[config.mk]
export PLATFORM = sky130hd
export DESIGN_NAME = mem_access_unit
export DESIGN_NICKNAME = d
export VERILOG_FILES = /design/src/rtl/mem_access_unit.sv
export SDC_FILE = /design/constraint.sdc
export NUM_CORES = 1
export LEC_CHECK = 0
export BUFFER_PORTS_ARGS = -buffer_cell sky130_fd_sc_hd__buf_2
export CORE_MARGIN = 2
export CORE_UTILIZATION = 40
export CTS_CLUSTER_SIZE = 14
export DETAILED_ROUTE_END_ITERATION = 8
export GPL_TIMING_DRIVEN = 0
export PLACE_DENSITY = 0.71
export REMOVE_ABC_BUFFERS = 1
export SLEW_MARGIN = 5
export SYNTH_ARGS = -nofsm -noshare
export SYNTH_HDL_FRONTEND = slang
export SYNTH_SLANG_ARGS = --single-unit
[constraint.sdc]
create_clock -name clock -period 2.5 [get_ports clock]
set_clock_uncertainty 0.15 [all_clocks]
set_input_delay 0.125 -clock clock [delete_from_list [all_inputs] [get_ports clock]]
set_output_delay 0.125 -clock clock [all_outputs]
set_load 0.05 [all_outputs]
[src/rtl/mem_access_unit.sv]
// Memory-access pipeline stage: one outstanding data-memory op, stalling EX/M until ack.
// Optional feature macro MEM_TIMEOUT_EN aborts an op after TIMEOUT_CYCLES BUSY cycles without ack.
module mem_access_unit #(
    parameter int unsigned TIMEOUT_CYCLES = 64
) (
    input  logic        clock,
    input  logic        reset,
    input  logic        Valid_in,
    input  logic [1:0]  Memory_in,
    input  logic [15:0] ALU_in,
    input  logic [15:0] Memory_data_write_in,
    input  logic [15:0] Zero_pad_in,
    input  logic [15:0] PC_plus1_in,
    input  logic [2:0]  WB_in,
    input  logic [2:0]  Dest_in,
    output logic        dmem_req,
    output logic        dmem_we,
    output logic [15:0] dmem_addr,
    output logic [15:0] dmem_wdata,
    input  logic        dmem_ack,
    input  logic [15:0] dmem_rdata,
    output logic        stall_out,
    output logic        Valid_out,
    output logic [2:0]  WB_out,
    output logic [2:0]  Dest_out,
    output logic [15:0] Result_out,
    output logic [15:0] Zero_pad_out,
    output logic [15:0] PC_plus1_out,
    output logic        mem_err_out
);
    // state | meaning
    // IDLE  | accepting a new EX/M instruction
    // BUSY  | data-memory request outstanding, waiting for dmem_ack

    typedef enum logic {IDLE = 1'b0, BUSY = 1'b1} state_t;

    state_t state, state_next;
    logic   mem_op, accept, pass, finish, abort, stall_comb;

    assign mem_op = (Memory_in == 2'b10) || (Memory_in == 2'b01);

`ifdef MEM_TIMEOUT_EN
    localparam logic [7:0] TMO_LOAD = 8'(TIMEOUT_CYCLES - 1);
    logic [7:0] busy_cnt;

    always_ff @(posedge clock or negedge reset) begin
        if (!reset)
            busy_cnt <= '0;
        else if (accept)
            busy_cnt <= TMO_LOAD;
        else if (state == BUSY && busy_cnt != '0)
            busy_cnt <= busy_cnt - 8'd1;
    end
`else
    logic unused_timeout;
    assign unused_timeout = ^TIMEOUT_CYCLES;
`endif

    always_ff @(posedge clock or negedge reset) begin
        if (!reset)
            state <= IDLE;
        else
            state <= state_next;
    end

    always_comb begin
        state_next = state;
        accept     = 1'b0;
        pass       = 1'b0;
        finish     = 1'b0;
        abort      = 1'b0;
        stall_comb = 1'b0;
        case (state)
            IDLE: begin
                if (Valid_in) begin
                    if (mem_op) begin
                        accept     = 1'b1;
                        stall_comb = 1'b1;
                        state_next = BUSY;
                    end else begin
                        pass = 1'b1;
                    end
                end
            end
            BUSY: begin
                if (dmem_ack) begin
                    finish     = 1'b1;
                    state_next = IDLE;
                end
`ifdef MEM_TIMEOUT_EN
                else if (busy_cnt == '0) begin
                    abort      = 1'b1;
                    state_next = IDLE;
                end
`endif
                else begin
                    stall_comb = 1'b1;
                end
            end
        endcase
    end

    // Stall is gated by reset so upstream is never frozen while the stage is held in reset.
    assign stall_out = reset & stall_comb;

    // The request fields double as the latched op: dmem_we marks a store, dmem_addr holds the ALU value.
    always_ff @(posedge clock or negedge reset) begin
        if (!reset) begin
            dmem_req     <= 1'b0;
            dmem_we      <= 1'b0;
            dmem_addr    <= '0;
            dmem_wdata   <= '0;
            Valid_out    <= 1'b0;
            mem_err_out  <= 1'b0;
            WB_out       <= '0;
            Dest_out     <= '0;
            Result_out   <= '0;
            Zero_pad_out <= '0;
            PC_plus1_out <= '0;
        end else begin
            Valid_out   <= pass | finish;
            mem_err_out <= (pass && Memory_in == 2'b11) || abort;
            if (accept) begin
                dmem_req   <= 1'b1;
                dmem_we    <= (Memory_in == 2'b01);
                dmem_addr  <= ALU_in;
                dmem_wdata <= Memory_data_write_in;
            end
            if (accept || pass) begin
                WB_out       <= WB_in;
                Dest_out     <= Dest_in;
                Zero_pad_out <= Zero_pad_in;
                PC_plus1_out <= PC_plus1_in;
            end
            if (pass)
                Result_out <= ALU_in;
            if (finish)
                Result_out <= dmem_we ? dmem_addr : dmem_rdata;
            if (finish || abort) begin
                dmem_req <= 1'b0;
                dmem_we  <= 1'b0;
            end
        end
    end

endmodule
==> impl_table.tex, run 1 <==
\begin{tabular}{lr}
\hline
Metric & Value \\
\hline
\multicolumn{2}{l}{\textbf{Status}} \\
Status & completed \\
\multicolumn{2}{l}{\textbf{Setup path}} \\
Critical path's largest stage delay & $\sim$0.54 ns \\
CP Launch Type & input port \\
Data required time at the worst endpoint & 2.23 ns \\
Most common cell type on the critical path & sky130\_fd\_sc\_hd\_\_buf\_2 \\
Element type at the critical path end & output pin \\
Worst EP arrival & roughly 2.1 ns \\
Buffer and inverter count on the worst path & 4 \\
Cell at the slowest stage of the critical path & sky130\_fd\_sc\_hd\_\_dlygate4sd3\_1 \\
FF-to-FF Start & state\$\_DFF\_PN0\_ \\
Crit-path leading delay family & buffers and inverters \\
Crit path cell chain & dlygate4sd3\_1 -> buf\_2 -> inv\_1 -> ha\_1 -> nor3b\_4 -> a21o\_1 -> and2\_1 -> buf\_2 \\
Worst Setup Path Type & in2out \\
CP Max Fanout & 6 \\
Critical Path Source & Memory\_in[1] \\
\multicolumn{2}{l}{\textbf{Timing}} \\
Crit path time final & roughly 2.3 ns \\
Relative slew slack & between 10\% and 20\% \\
Number of hold violations in the final report & 0 \\
Max Fclk & between 0.4 and 0.5 GHz \\
Final number of max-transition violations & 0 \\
Tightest Pin Transition & 1.21 ns \\
Share of the clock period used by the worst path & 93.9\% \\
Final WS setup & about 0.15 ns \\
Worst slack on hold paths & 0.0937 ns \\
RSZ-0062 raised after global routing & no \\
Count of final setup violators & 0 \\
Sum Neg Setup Slack & 0 ns \\
\multicolumn{2}{l}{\textbf{Yosys}} \\
Main combinational cell family by area after synthesis & multiplexers \\
Yosys warning count & 0 \\
Proportion of synthesized chip area in sequential cells & between 60\% and 70\% \\
Share of synthesized cell area in and, or, nand and nor gates & 5.42\% \\
Xor-xnor portion of the synthesized cell area & 0\% \\
Summed instance area of the synthesized netlist & about 0.0037 mm² \\
Number of distinct library cells after synthesis & 20 \\
Cells after Synth & 257 \\
Proportion of synthesized area in mux cells & 25.8\% \\
Avg Cell Area, Syn & roughly 14 µm² \\
Flop and latch count out of synthesis & roughly 90 \\
Adder and majority gate portion of the synthesized area & 0.673\% \\
Compound-cell area share of the yosys netlist & under 10\% \\
\multicolumn{2}{l}{\textbf{Pwr}} \\
Maximum resistive drop on vdd & between 0.5 and 0.6 mV \\
Power density cells & 965 mW/mm² \\
PnR Total Power & 5.64 mW \\
Leakage component of the power & around 2.8 nW \\
\multicolumn{2}{l}{\textbf{Run}} \\
Max-cap violations & 0 \\
\multicolumn{2}{l}{\textbf{Clocking}} \\
Total clock buffers created by CTS & 9 \\
CTS tree & done \\
Clock latency on the worst-skew pair & about 0.35 ns \\
H-Tree Depth & 3 \\
CTS Sinks & 91 \\
Deepest clock path buffer count & 2 \\
Total of cells resized after clock tree synthesis & 0 \\
Clock root buffer master & sky130\_fd\_sc\_hd\_\_clkbuf\_8 \\
Clock-pin slew on the worst setup and hold paths & 0.09 ns \\
\multicolumn{2}{l}{\textbf{Routing}} \\
Number of vias in the routed layout & approximately 3100 \\
Number of violations reported at the end of detailed-routing iteration 0 & 75 \\
Post-detailed-route count of antenna-violating nets & 0 \\
Via-per-instance ratio & $\sim$4.8 \\
Routed wire length per instance & 16.3 µm \\
Wire length after detailed routing & between 10000 and 15000 µm \\
First-pass detailed-route iteration total & 4 \\
Drc violations & 0 \\
\multicolumn{2}{l}{\textbf{Floorplanning}} \\
Area enclosed by the die boundary & 0.0101 mm² \\
Number of rows in the core area & 35 \\
Die extent in y & $\sim$100 µm \\
Die Width & between 100 and 150 µm \\
I/O pin total & 183 \\
Initial core utilization & between 40\% and 50\% \\
Placeable core region & about 0.0091 mm² \\
\multicolumn{2}{l}{\textbf{Global route}} \\
First-pass GRT wire length & roughly 17000 µm \\
Vias in the first global route & around 3400 \\
Antenna violations before repair & 0 \\
Grt ovf & 0 \\
Pin count of the biggest net entering global routing & 49 \\
Total global routing track utilization & between 20\% and 30\% \\
\multicolumn{2}{l}{\textbf{Layout}} \\
Most frequent cells in the layout & 181 x sky130\_fd\_sc\_hd\_\_buf\_2, 91 x sky130\_fd\_sc\_hd\_\_dfrtp\_1, 90 x sky130\_fd\_sc\_hd\_\_dlygate4sd3\_1, 69 x sky130\_fd\_sc\_hd\_\_mux2\_2, 18 x sky130\_fd\_sc\_hd\_\_nand2\_1 \\
Share of cells above drive strength 1 & approximately half \\
Antenna diode instance count & 0 \\
Count of nets after finishing & 622 \\
Most frequent standard cell in the layout excluding fill and tap cells & sky130\_fd\_sc\_hd\_\_buf\_2 \\
Area added between synthesis and finish & 57.3\% \\
\multicolumn{2}{l}{\textbf{Place}} \\
Weighted congestion reported at the end of routability-driven placement & about 0.74 \\
Pre-CTS worst setup slack & between 0.4 and 0.5 ns \\
Placed wire-length estimate after detailed placement & 6250 µm \\
Number of buffer cells added on primary ports & around 180 \\
\multicolumn{2}{l}{\textbf{Worst hold path}} \\
Startpoint of the worst hold path & Memory\_in[0] \\
Kind of path behind the tightest hold check & in2reg \\
\hline
\end{tabular}
-- cell type report --
class                      count  area (µm²)
fill                         704        3260
sequential                    91        2280
timing repair buffer         276        1890
multi-input combinational    148        1330
tap                          111         139
clock buffer                  10         128
clock inverter                 6        72.6
inverter                       2        7.51
-- flip-flops by register name (all words and copies together) (netlist names), 3 cells and up --
register      cells
PC_plus1_out     16
Result_out       16
Zero_pad_out     16
dmem_addr        16
dmem_wdata       16
Dest_out          3
WB_out            3
-- cell usage after synthesis --
cell type | n | area, µm²
sky130_fd_sc_hd__dfrtp_1 | 91 | 2280
sky130_fd_sc_hd__mux2_2 | 69 | 777
sky130_fd_sc_hd__nand2_1 | 18 | 67.6
sky130_fd_sc_hd__mux2i_1 | 17 | 170
sky130_fd_sc_hd__nand3_1 | 16 | 80.1
sky130_fd_sc_hd__o211ai_1 | 16 | 120
sky130_fd_sc_hd__buf_2 | 6 | 30.0
sky130_fd_sc_hd__buf_6 | 4 | 45.0
sky130_fd_sc_hd__buf_4 | 3 | 22.5
sky130_fd_sc_hd__clkbuf_1 | 3 | 11.3
sky130_fd_sc_hd__a21o_1 | 2 | 15.0
sky130_fd_sc_hd__and2_1 | 2 | 12.5
sky130_fd_sc_hd__ha_1 | 2 | 25.0
sky130_fd_sc_hd__inv_1 | 2 | 7.51
sky130_fd_sc_hd__a21oi_1 | 1 | 5.00
sky130_fd_sc_hd__and3b_1 | 1 | 8.76
sky130_fd_sc_hd__mux2_1 | 1 | 11.3
sky130_fd_sc_hd__nand3b_1 | 1 | 7.51
sky130_fd_sc_hd__nor2b_1 | 1 | 6.26
sky130_fd_sc_hd__nor3b_4 | 1 | 18.8
-- repair_timing --
item	CTS	global route
hold buffers	90	0
setup buffers	0	0
endpoints found under the hold margin	133	0
-- where the power goes --
group | total, mW | internal [mW] | leakage [nW] | switching, mW
Sequential | 2.08 | 1.84 | 1.08 | 0.235
Combinational | 2.55 | 0.748 | 1.61 | 1.80
Clock | 1.01 | 0.473 | 0.0910 | 0.542
-- path summary, 6_finish.rpt --
kind                                          endpoint  slack (ns)  cells after the start
max                                          stall_out        0.15                      8
min                                dmem_we$_DFFE_PN0P_        0.09                      4
max reg2reg                  Result_out[6]$_DFFE_PN0P_        0.39                      3
min reg2reg                       dmem_req$_DFFE_PN0P_        0.34                      1
max in group asynchronous    dmem_wdata[0]$_DFFE_PN0P_        1.41                      3
min in group asynchronous  Zero_pad_out[5]$_DFFE_PN0P_        0.15                      2
-- metrics by stage --
stage	instance area [µm²]	util (%)	cells
2_1_floorplan	3610	-	241
3_3_place_gp	4660	51.2	534
3_5_place_dp	4750	52.1	538
4_1_cts	5850	64.2	644
5_1_grt	5850	64.2	644
6_report	5850	64.2	644
-- cell families after synthesis --
logic type	after synthesis
AOI/OAI and AO/OA	19
buffers and inverters	18
adders and majority gates	2
muxes	87
DFF	91
and+or+nand+nor	40
-- layer usage --
layer | vias to the layer above | GRT usage [%] | wire [µm]
met4 | 0 | 9.48 | 289
met3 | 25 | 3.76 | 396
met5 | - | 0 | 0
met2 | 102 | 38.3 | 5680
li1 | 1463 | - | -
met1 | 1493 | 24.1 | 4120
-- worst register-to-register path: cells and delay by family (launching register included) --
kind	cells	cell delay, ns
flops	1	0.52
compound gates	1	0.14
simple gates	2	1.13
(Power assumes the default switching activity.)
==> inputs of run 2 (changes only) <==
==> constraint.sdc (replaced) <==
create_clock -name clock -period 2.9 [get_ports clock]
set_clock_uncertainty 0.15 [all_clocks]
set_input_delay 0 -clock clock [delete_from_list [all_inputs] [get_ports clock]]
set_output_delay 0 -clock clock [all_outputs]
set_load 0.05 [all_outputs]
==> run 2 against run 1 <==
Net effect: core utilization up 0.22 points; register-to-register slack worse by 0.14 ns; flip-flop and latch count unchanged; hold slack worse by 0.070 ns; critical path depth down 4; setup slack better by 0.096 ns; die area unchanged; first-iteration DRC count down 19%; power down 13%; sequential power down 14%; critical endpoint is now Result_out[12]$_DFFE_PN0P_.
==> impl_table.tex, run 2 (same netlist as run 1, synthesis figures left out) <==
\begin{tabular}{lr}
\hline
Metric & Value \\
\hline
\multicolumn{2}{l}{\textbf{Floorplanning}} \\
Die extent in y & 100 µm (unchanged) \\
Number of rows in the core area & 35 (unchanged) \\
Initial core utilization & 40.8\% (unchanged) \\
Die Width & 100 µm (unchanged) \\
Area enclosed by the die boundary & 0.0101 mm² (unchanged) \\
I/O pin total & 183 (unchanged) \\
Placeable core region & 0.00911 mm² (unchanged) \\
\multicolumn{2}{l}{\textbf{Global route}} \\
First-pass GRT wire length & 16400 µm (-0.38\%) \\
Antenna violations before repair & 0 (unchanged) \\
Pin count of the biggest net entering global routing & 49 (unchanged) \\
Total global routing track utilization & 21.1\% (about the same) \\
Vias in the first global route & 3366 (-0.089\%) \\
Grt ovf & 0 (unchanged) \\
\multicolumn{2}{l}{\textbf{Timing}} \\
Count of final setup violators & 0 (unchanged) \\
Final WS setup & 0.249 ns (+0.0963 ns) \\
Relative slew slack & 19.8\% (+0.90 points) \\
Share of the clock period used by the worst path & 91.4\% \\
Tightest Pin Transition & 1.20 ns (-0.0135 ns) \\
Max Fclk & 0.377 GHz \\
Crit path time final & roughly 2.7 ns \\
Number of hold violations in the final report & 0 (unchanged) \\
Final number of max-transition violations & 0 (unchanged) \\
RSZ-0062 raised after global routing & no \\
\multicolumn{2}{l}{\textbf{Pwr}} \\
Reg power frac & 36.4\% (-0.4 points) \\
Maximum resistive drop on vdd & 0.433 mV (-16\%) \\
Net load switching power & 2.22 mW (-14\%) \\
Leakage component of the power & 2.79 nW (+0.57\%) \\
Power density cells & 837 mW/mm² (-13\%) \\
Proportion of power drawn by the clock network & 17.7\% (-0.3 points) \\
Switching Fraction & 45.3\% (-0.43 points) \\
Internal power contribution & 2.69 mW (-12\%) \\
Combinational power share & 45.9\% (+0.7 points) \\
\multicolumn{2}{l}{\textbf{Setup path}} \\
Data required time at the worst endpoint & 2.97 ns (+0.74 ns) \\
Logic depth of the worst register-to-register path & 4 (+1) \\
Crit path cell chain & nand2\_1 -> nand3\_1 -> o211ai\_1 -> dlygate4sd3\_1 \\
Buffer and inverter count on the worst path & 1 (-3) \\
Worst path depth & 4 (-4) \\
Worst EP arrival & 2.72 ns (+0.65 ns) \\
Cell at the slowest stage of the critical path & sky130\_fd\_sc\_hd\_\_nand2\_1 \\
Critical path's largest stage delay & 0.76 ns (+0.22 ns) \\
Crit-path leading delay family & simple AND/OR/NAND/NOR gates \\
CP Launch Type & register \\
Worst Setup Path Type & reg2reg \\
Element type at the critical path end & register \\
CP Max Fanout & 34 (+28) \\
\multicolumn{2}{l}{\textbf{Layout}} \\
Most frequent standard cell in the layout excluding fill and tap cells & sky130\_fd\_sc\_hd\_\_buf\_2 \\
Most frequent cells in the layout & 181 x sky130\_fd\_sc\_hd\_\_buf\_2, 92 x sky130\_fd\_sc\_hd\_\_dlygate4sd3\_1, 91 x sky130\_fd\_sc\_hd\_\_dfrtp\_1, 69 x sky130\_fd\_sc\_hd\_\_mux2\_2, 18 x sky130\_fd\_sc\_hd\_\_nand2\_1 \\
Share of cells above drive strength 1 & 50.8\% (-0.19 points) \\
Area added between synthesis and finish & 57.8\% \\
Antenna diode instance count & 0 (unchanged) \\
Final core utilization & 64.4\% (+0.22 points) \\
Count of nets after finishing & 624 (+0.32\%) \\
\multicolumn{2}{l}{\textbf{Place}} \\
Number of buffer cells added on primary ports & 182 (unchanged) \\
Weighted congestion reported at the end of routability-driven placement & 0.738 (unchanged) \\
Placed wire-length estimate after detailed placement & 6250 µm (unchanged) \\
Pre-CTS worst setup slack & 0.807 ns (+0.400 ns) \\
\multicolumn{2}{l}{\textbf{Clocking}} \\
Deepest clock path buffer count & 2 (unchanged) \\
CTS tree & done \\
Clock-pin slew on the worst setup and hold paths & 0.10 ns (about the same) \\
Clock latency on the worst-skew pair & 0.35 ns (about the same) \\
Total clock buffers created by CTS & 9 (unchanged) \\
CTS Sinks & 91 (unchanged) \\
H-Tree Depth & 3 (unchanged) \\
Total of cells resized after clock tree synthesis & 0 (unchanged) \\
Post-CTS setup-driven buffer insertion count & 0 (unchanged) \\
Clock root buffer master & sky130\_fd\_sc\_hd\_\_clkbuf\_8 \\
\multicolumn{2}{l}{\textbf{Routing}} \\
First-pass detailed-route iteration total & 4 (unchanged) \\
Via-per-instance ratio & 4.80 (+0.18\%) \\
Post-detailed-route count of antenna-violating nets & 0 (unchanged) \\
Number of vias in the routed layout & 3098 (+0.49\%) \\
Wire length after detailed routing & 10400 µm (-0.84\%) \\
Drc violations & 0 (unchanged) \\
Number of violations reported at the end of detailed-routing iteration 0 & 61 (-19\%) \\
Routed wire length per instance & 16.1 µm (-1.1\%) \\
\multicolumn{2}{l}{\textbf{Run}} \\
Max-cap violations & 0 (unchanged) \\
\multicolumn{2}{l}{\textbf{Worst hold path}} \\
Kind of path behind the tightest hold check & in2async \\
\multicolumn{2}{l}{\textbf{Status}} \\
Status & completed \\
\hline
\end{tabular}
-- run 2: cell count changes in the layout (fill, tap and decap cells not counted) --
cell                            change
sky130_fd_sc_hd__dlygate4sd3_1      +2
-- run 2: through the flow --
step                std cells  total power, mW  hold slack [ns]  setup TNS, ns  area [µm²]
floorplan                 241             3.34           -0.446              0        3610
global route              646             5.16           0.0738              0        5870
detailed placement        538             3.90           -0.102              0        4750
global placement          534             3.84           0.0530         -21.50        4660
finish                    646             4.91           0.0241              0        5870
CTS                       646             4.94           0.0415              0        5870
-- run 2: worst paths after layout --
kind / from / to / slack (ns)
hold reg to reg: dmem_req$_DFFE_PN0P_ / dmem_req$_DFFE_PN0P_ / 0.34
min in group clock: PC_plus1_in[8] / PC_plus1_out[8]$_DFFE_PN0P_ / 0.26
setup reg to reg: state$_DFF_PN0_ / Result_out[12]$_DFFE_PN0P_ / 0.25
setup / recovery: state$_DFF_PN0_ / Result_out[12]$_DFFE_PN0P_ / 0.25
max in group asynchronous: reset / dmem_wdata[1]$_DFFE_PN0P_ / 1.93
hold / removal: reset / Zero_pad_out[5]$_DFFE_PN0P_ / 0.02
-- run 2: layer usage --
| metal | wire, µm | vias to the layer above | part of all wire (%) | GRT usage [%] |
|---|---|---|---|---|
| li1 | - | 1469 | - | - |
| met1 | 4010 | 1509 | 39 | 24.1 |
| met2 | 5730 | 101 | 55 | 38.3 |
| met3 | 428 | 19 | 4.1 | 4.67 |
| met4 | 228 | 0 | 2.2 | 8.32 |
| met5 | 0 | - | 0 | 0 |
-- run 2: what timing repair did --
item	in CTS	in global routing
hold buffers	92	0
endpoints found under the setup margin	0	0
hold endpoints to repair	180	0
-- run 2: final cells by class --
type,count,area [µm²]
multi-input combinational,148,1330
timing repair buffer,278,1910
clock inverter,6,72.6
inverter,2,7.51
tap,111,139
fill,693,3240
clock buffer,10,128
sequential,91,2280
-- run 2: power by group through the flow --
stage	registers (mW)	logic, mW	clock network [mW]
detailed placement	1.80	2.10	0
floorplan	2.93	0.413	0
global placement	1.78	2.06	0
CTS	1.78	2.25	0.905
finish	1.79	2.26	0.870
global route	1.83	2.36	0.965
==> inputs of run 3 (changes only) <==
CORE_ASPECT_RATIO = 1.25   (was default)
==> run 3 against run 2 <==
Net effect: die area about the same; critical path depth unchanged; global-route usage decreased by 0.71 points; register-to-register slack improved by 0.05 ns; first-iteration DRC count increased by 120%; sequential share of layout area decreased by 0.75 points; setup slack improved by 0.045 ns; non-clock buffer count increased by 1; core utilization increased by 1.5 points; flip-flop and latch count unchanged; critical endpoint is now Result_out[11]$_DFFE_PN0P_; largest cell class unchanged; largest power group unchanged.
==> impl_table.tex, run 3 (same netlist as run 1, synthesis figures left out) <==
\begin{tabular}{lr}
\hline
Metric & Value \\
\hline
\multicolumn{2}{l}{\textbf{Timing}} \\
Sum Neg Setup Slack & 0 ns (unchanged) \\
Worst slack on hold paths & 0.0546 ns (+0.0304 ns) \\
Final number of max-transition violations & 0 (unchanged) \\
Share of the clock period used by the worst path & 89.9\% (-1.6 points) \\
Number of hold violations in the final report & 0 (unchanged) \\
Crit path time final & 2.61 ns (-0.0452 ns) \\
Tightest Pin Transition & 1.12 ns (-0.0777 ns) \\
Max Fclk & 0.384 GHz (+1.7\%) \\
Count of final setup violators & 0 (unchanged) \\
Relative slew slack & 25.0\% (+5.2 points) \\
RSZ-0062 raised after global routing & no \\
Final WS setup & 0.294 ns (+0.0452 ns) \\
\multicolumn{2}{l}{\textbf{Clocking}} \\
Clock root buffer master & sky130\_fd\_sc\_hd\_\_clkbuf\_16 \\
Hold buffers post-CTS & 93 (+1.1\%) \\
CTS Sinks & 91 (unchanged) \\
CTS tree & done \\
H-Tree Depth & 3 (unchanged) \\
Post-CTS setup-driven buffer insertion count & 0 (unchanged) \\
Clock-pin slew on the worst setup and hold paths & 0.06 ns (-0.04 ns) \\
Total clock buffers created by CTS & 9 (unchanged) \\
Total of cells resized after clock tree synthesis & 0 (unchanged) \\
Deepest clock path buffer count & 2 (unchanged) \\
Clock latency on the worst-skew pair & 0.33 ns (-0.02 ns) \\
\multicolumn{2}{l}{\textbf{Global route}} \\
First-pass GRT wire length & 16200 µm (-1.2\%) \\
Vias in the first global route & 3378 (+0.36\%) \\
Pin count of the biggest net entering global routing & 65 (+33\%) \\
Total global routing track utilization & 20.4\% (-0.71 points) \\
Grt ovf & 0 (unchanged) \\
Antenna violations before repair & 0 (unchanged) \\
\multicolumn{2}{l}{\textbf{Floorplanning}} \\
I/O pin total & 183 (unchanged) \\
Die Width & 90.2 µm (-10\%) \\
Initial core utilization & 41.0\% (+0.15 points) \\
Placeable core region & 0.00908 mm² (-0.36\%) \\
Die extent in y & 112 µm (+11\%) \\
Area enclosed by the die boundary & 0.0101 mm² (about the same) \\
Number of rows in the core area & 39 (+11\%) \\
\multicolumn{2}{l}{\textbf{Place}} \\
Pre-CTS worst setup slack & 0.850 ns (+0.0426 ns) \\
Number of buffer cells added on primary ports & 182 (unchanged) \\
Weighted congestion reported at the end of routability-driven placement & 0.757 (+2.5\%) \\
Placed wire-length estimate after detailed placement & 6330 µm (+1.3\%) \\
\multicolumn{2}{l}{\textbf{Layout}} \\
Count of nets after finishing & 625 (+0.16\%) \\
Final core utilization & 65.9\% (+1.5 points) \\
Antenna diode instance count & 0 (unchanged) \\
Share of cells above drive strength 1 & 50.6\% (-0.28 points) \\
Most frequent cells in the layout & 181 x sky130\_fd\_sc\_hd\_\_buf\_2, 93 x sky130\_fd\_sc\_hd\_\_dlygate4sd3\_1, 91 x sky130\_fd\_sc\_hd\_\_dfrtp\_1, 69 x sky130\_fd\_sc\_hd\_\_mux2\_2, 18 x sky130\_fd\_sc\_hd\_\_nand2\_1 \\
Area added between synthesis and finish & 60.9\% \\
Most frequent standard cell in the layout excluding fill and tap cells & sky130\_fd\_sc\_hd\_\_buf\_2 \\
\multicolumn{2}{l}{\textbf{Setup path}} \\
Critical Path Source & state\$\_DFF\_PN0\_ \\
Crit path cell chain & nand2\_1 -> nand3\_1 -> o211ai\_1 -> dlygate4sd3\_1 \\
Worst Setup Path Type & reg2reg \\
Cell at the slowest stage of the critical path & sky130\_fd\_sc\_hd\_\_nand2\_1 \\
Worst EP arrival & 2.67 ns (-0.05 ns) \\
CP Max Fanout & 34 (unchanged) \\
Critical path's largest stage delay & 0.72 ns (-0.04 ns) \\
Element type at the critical path end & register \\
Data required time at the worst endpoint & 2.96 ns (about the same) \\
FF-to-FF Start & state\$\_DFF\_PN0\_ \\
CP Launch Type & register \\
\multicolumn{2}{l}{\textbf{Routing}} \\
WL met2 & 5470 µm (-4.6\%) \\
Wire length after detailed routing & 10000 µm (-3.5\%) \\
Routed wl met3 & 739 µm (+73\%) \\
First-pass detailed-route iteration total & 5 (+1) \\
Via-per-instance ratio & 4.80 (+0.12\%) \\
Drc violations & 0 (unchanged) \\
Routed wire length per instance & 15.2 µm (-5.4\%) \\
Met1 wire length & 3720 µm (-7.2\%) \\
Number of vias in the routed layout & 3164 (+2.1\%) \\
Post-detailed-route count of antenna-violating nets & 0 (unchanged) \\
Number of violations reported at the end of detailed-routing iteration 0 & 137 (+120\%) \\
Top Metal Used & met4 \\
\multicolumn{2}{l}{\textbf{Pwr}} \\
PnR Total Power & 5.15 mW (+4.9\%) \\
Maximum resistive drop on vdd & 0.363 mV (-16\%) \\
Power density cells & 861 mW/mm² (+2.9\%) \\
Leakage component of the power & 2.85 nW (+2.1\%) \\
\multicolumn{2}{l}{\textbf{Status}} \\
Status & completed \\
\multicolumn{2}{l}{\textbf{Run}} \\
Max-cap violations & 0 (unchanged) \\
\multicolumn{2}{l}{\textbf{Worst hold path}} \\
Kind of path behind the tightest hold check & in2reg \\
Startpoint of the worst hold path & Valid\_in \\
\hline
\end{tabular}
run 3: changes by cell type in the layout (fill, tap and decap cells not counted):
cell,change
sky130_fd_sc_hd__clkbuf_16,+9
sky130_fd_sc_hd__clkbuf_8,-7
sky130_fd_sc_hd__clkinvlp_4,-3
sky130_fd_sc_hd__clkinv_4,+2
sky130_fd_sc_hd__buf_12,-1
sky130_fd_sc_hd__buf_16,+1
sky130_fd_sc_hd__bufinv_16,-1
sky130_fd_sc_hd__clkbuf_1,+1
sky130_fd_sc_hd__clkinv_2,+1
sky130_fd_sc_hd__dlygate4sd3_1,+1
sky130_fd_sc_hd__inv_6,-1
sky130_fd_sc_hd__inv_8,-1
run 3: per-stage QoR:
stage,area [µm²],cells
final,5980,659
after global placement,4670,546
after CTS,5980,659
after global routing,5980,659
after floorplan,3610,241
after detailed placement,4770,550
run 3: critical path: cells and delay by family (launching register included):
family	cells	cell delay, ns
and+or+nand+nor	2	1.05
AOI/OAI and AO/OA	1	0.15
buffers and inverters	1	0.64
DFF	1	0.50
run 3: path summary, 6_finish.rpt:
| kind | cells after the start | endpoint | slack, ns |
|---|---|---|---|
| setup reg to reg | 4 | Result_out[11]$_DFFE_PN0P_ | 0.29 |
| hold reg to reg | 1 | Zero_pad_out[15]$_DFFE_PN0P_ | 0.35 |
| min in group asynchronous | 3 | Result_out[12]$_DFFE_PN0P_ | 0.55 |
| hold / removal | 3 | state$_DFF_PN0_ | 0.05 |
| max in group asynchronous | 4 | dmem_addr[9]$_DFFE_PN0P_ | 1.03 |
| setup / recovery | 4 | Result_out[11]$_DFFE_PN0P_ | 0.29 |
run 3: cell type report:
class,count,area [µm²]
repair buffers,279,1930
well taps,123,154
clock buffers,13,260
multi-input cells,148,1330
flip-flops and latches,91,2280
fillers,687,3090
inverters,2,7.51
clock inverters,3,22.5
run 3: power by group:
part	leakage, nW	switching (mW)	internal (mW)
combinational	1.63	1.57	0.708
sequential	1.08	0.201	1.59
clock	0.140	0.458	0.630
run 3: metal layers:
metal,track usage (%),vias to the layer above
met4,6.67,0
met3,5.14,8
met5,0,-
li1,-,1460
met2,37.9,126
met1,22.7,1570
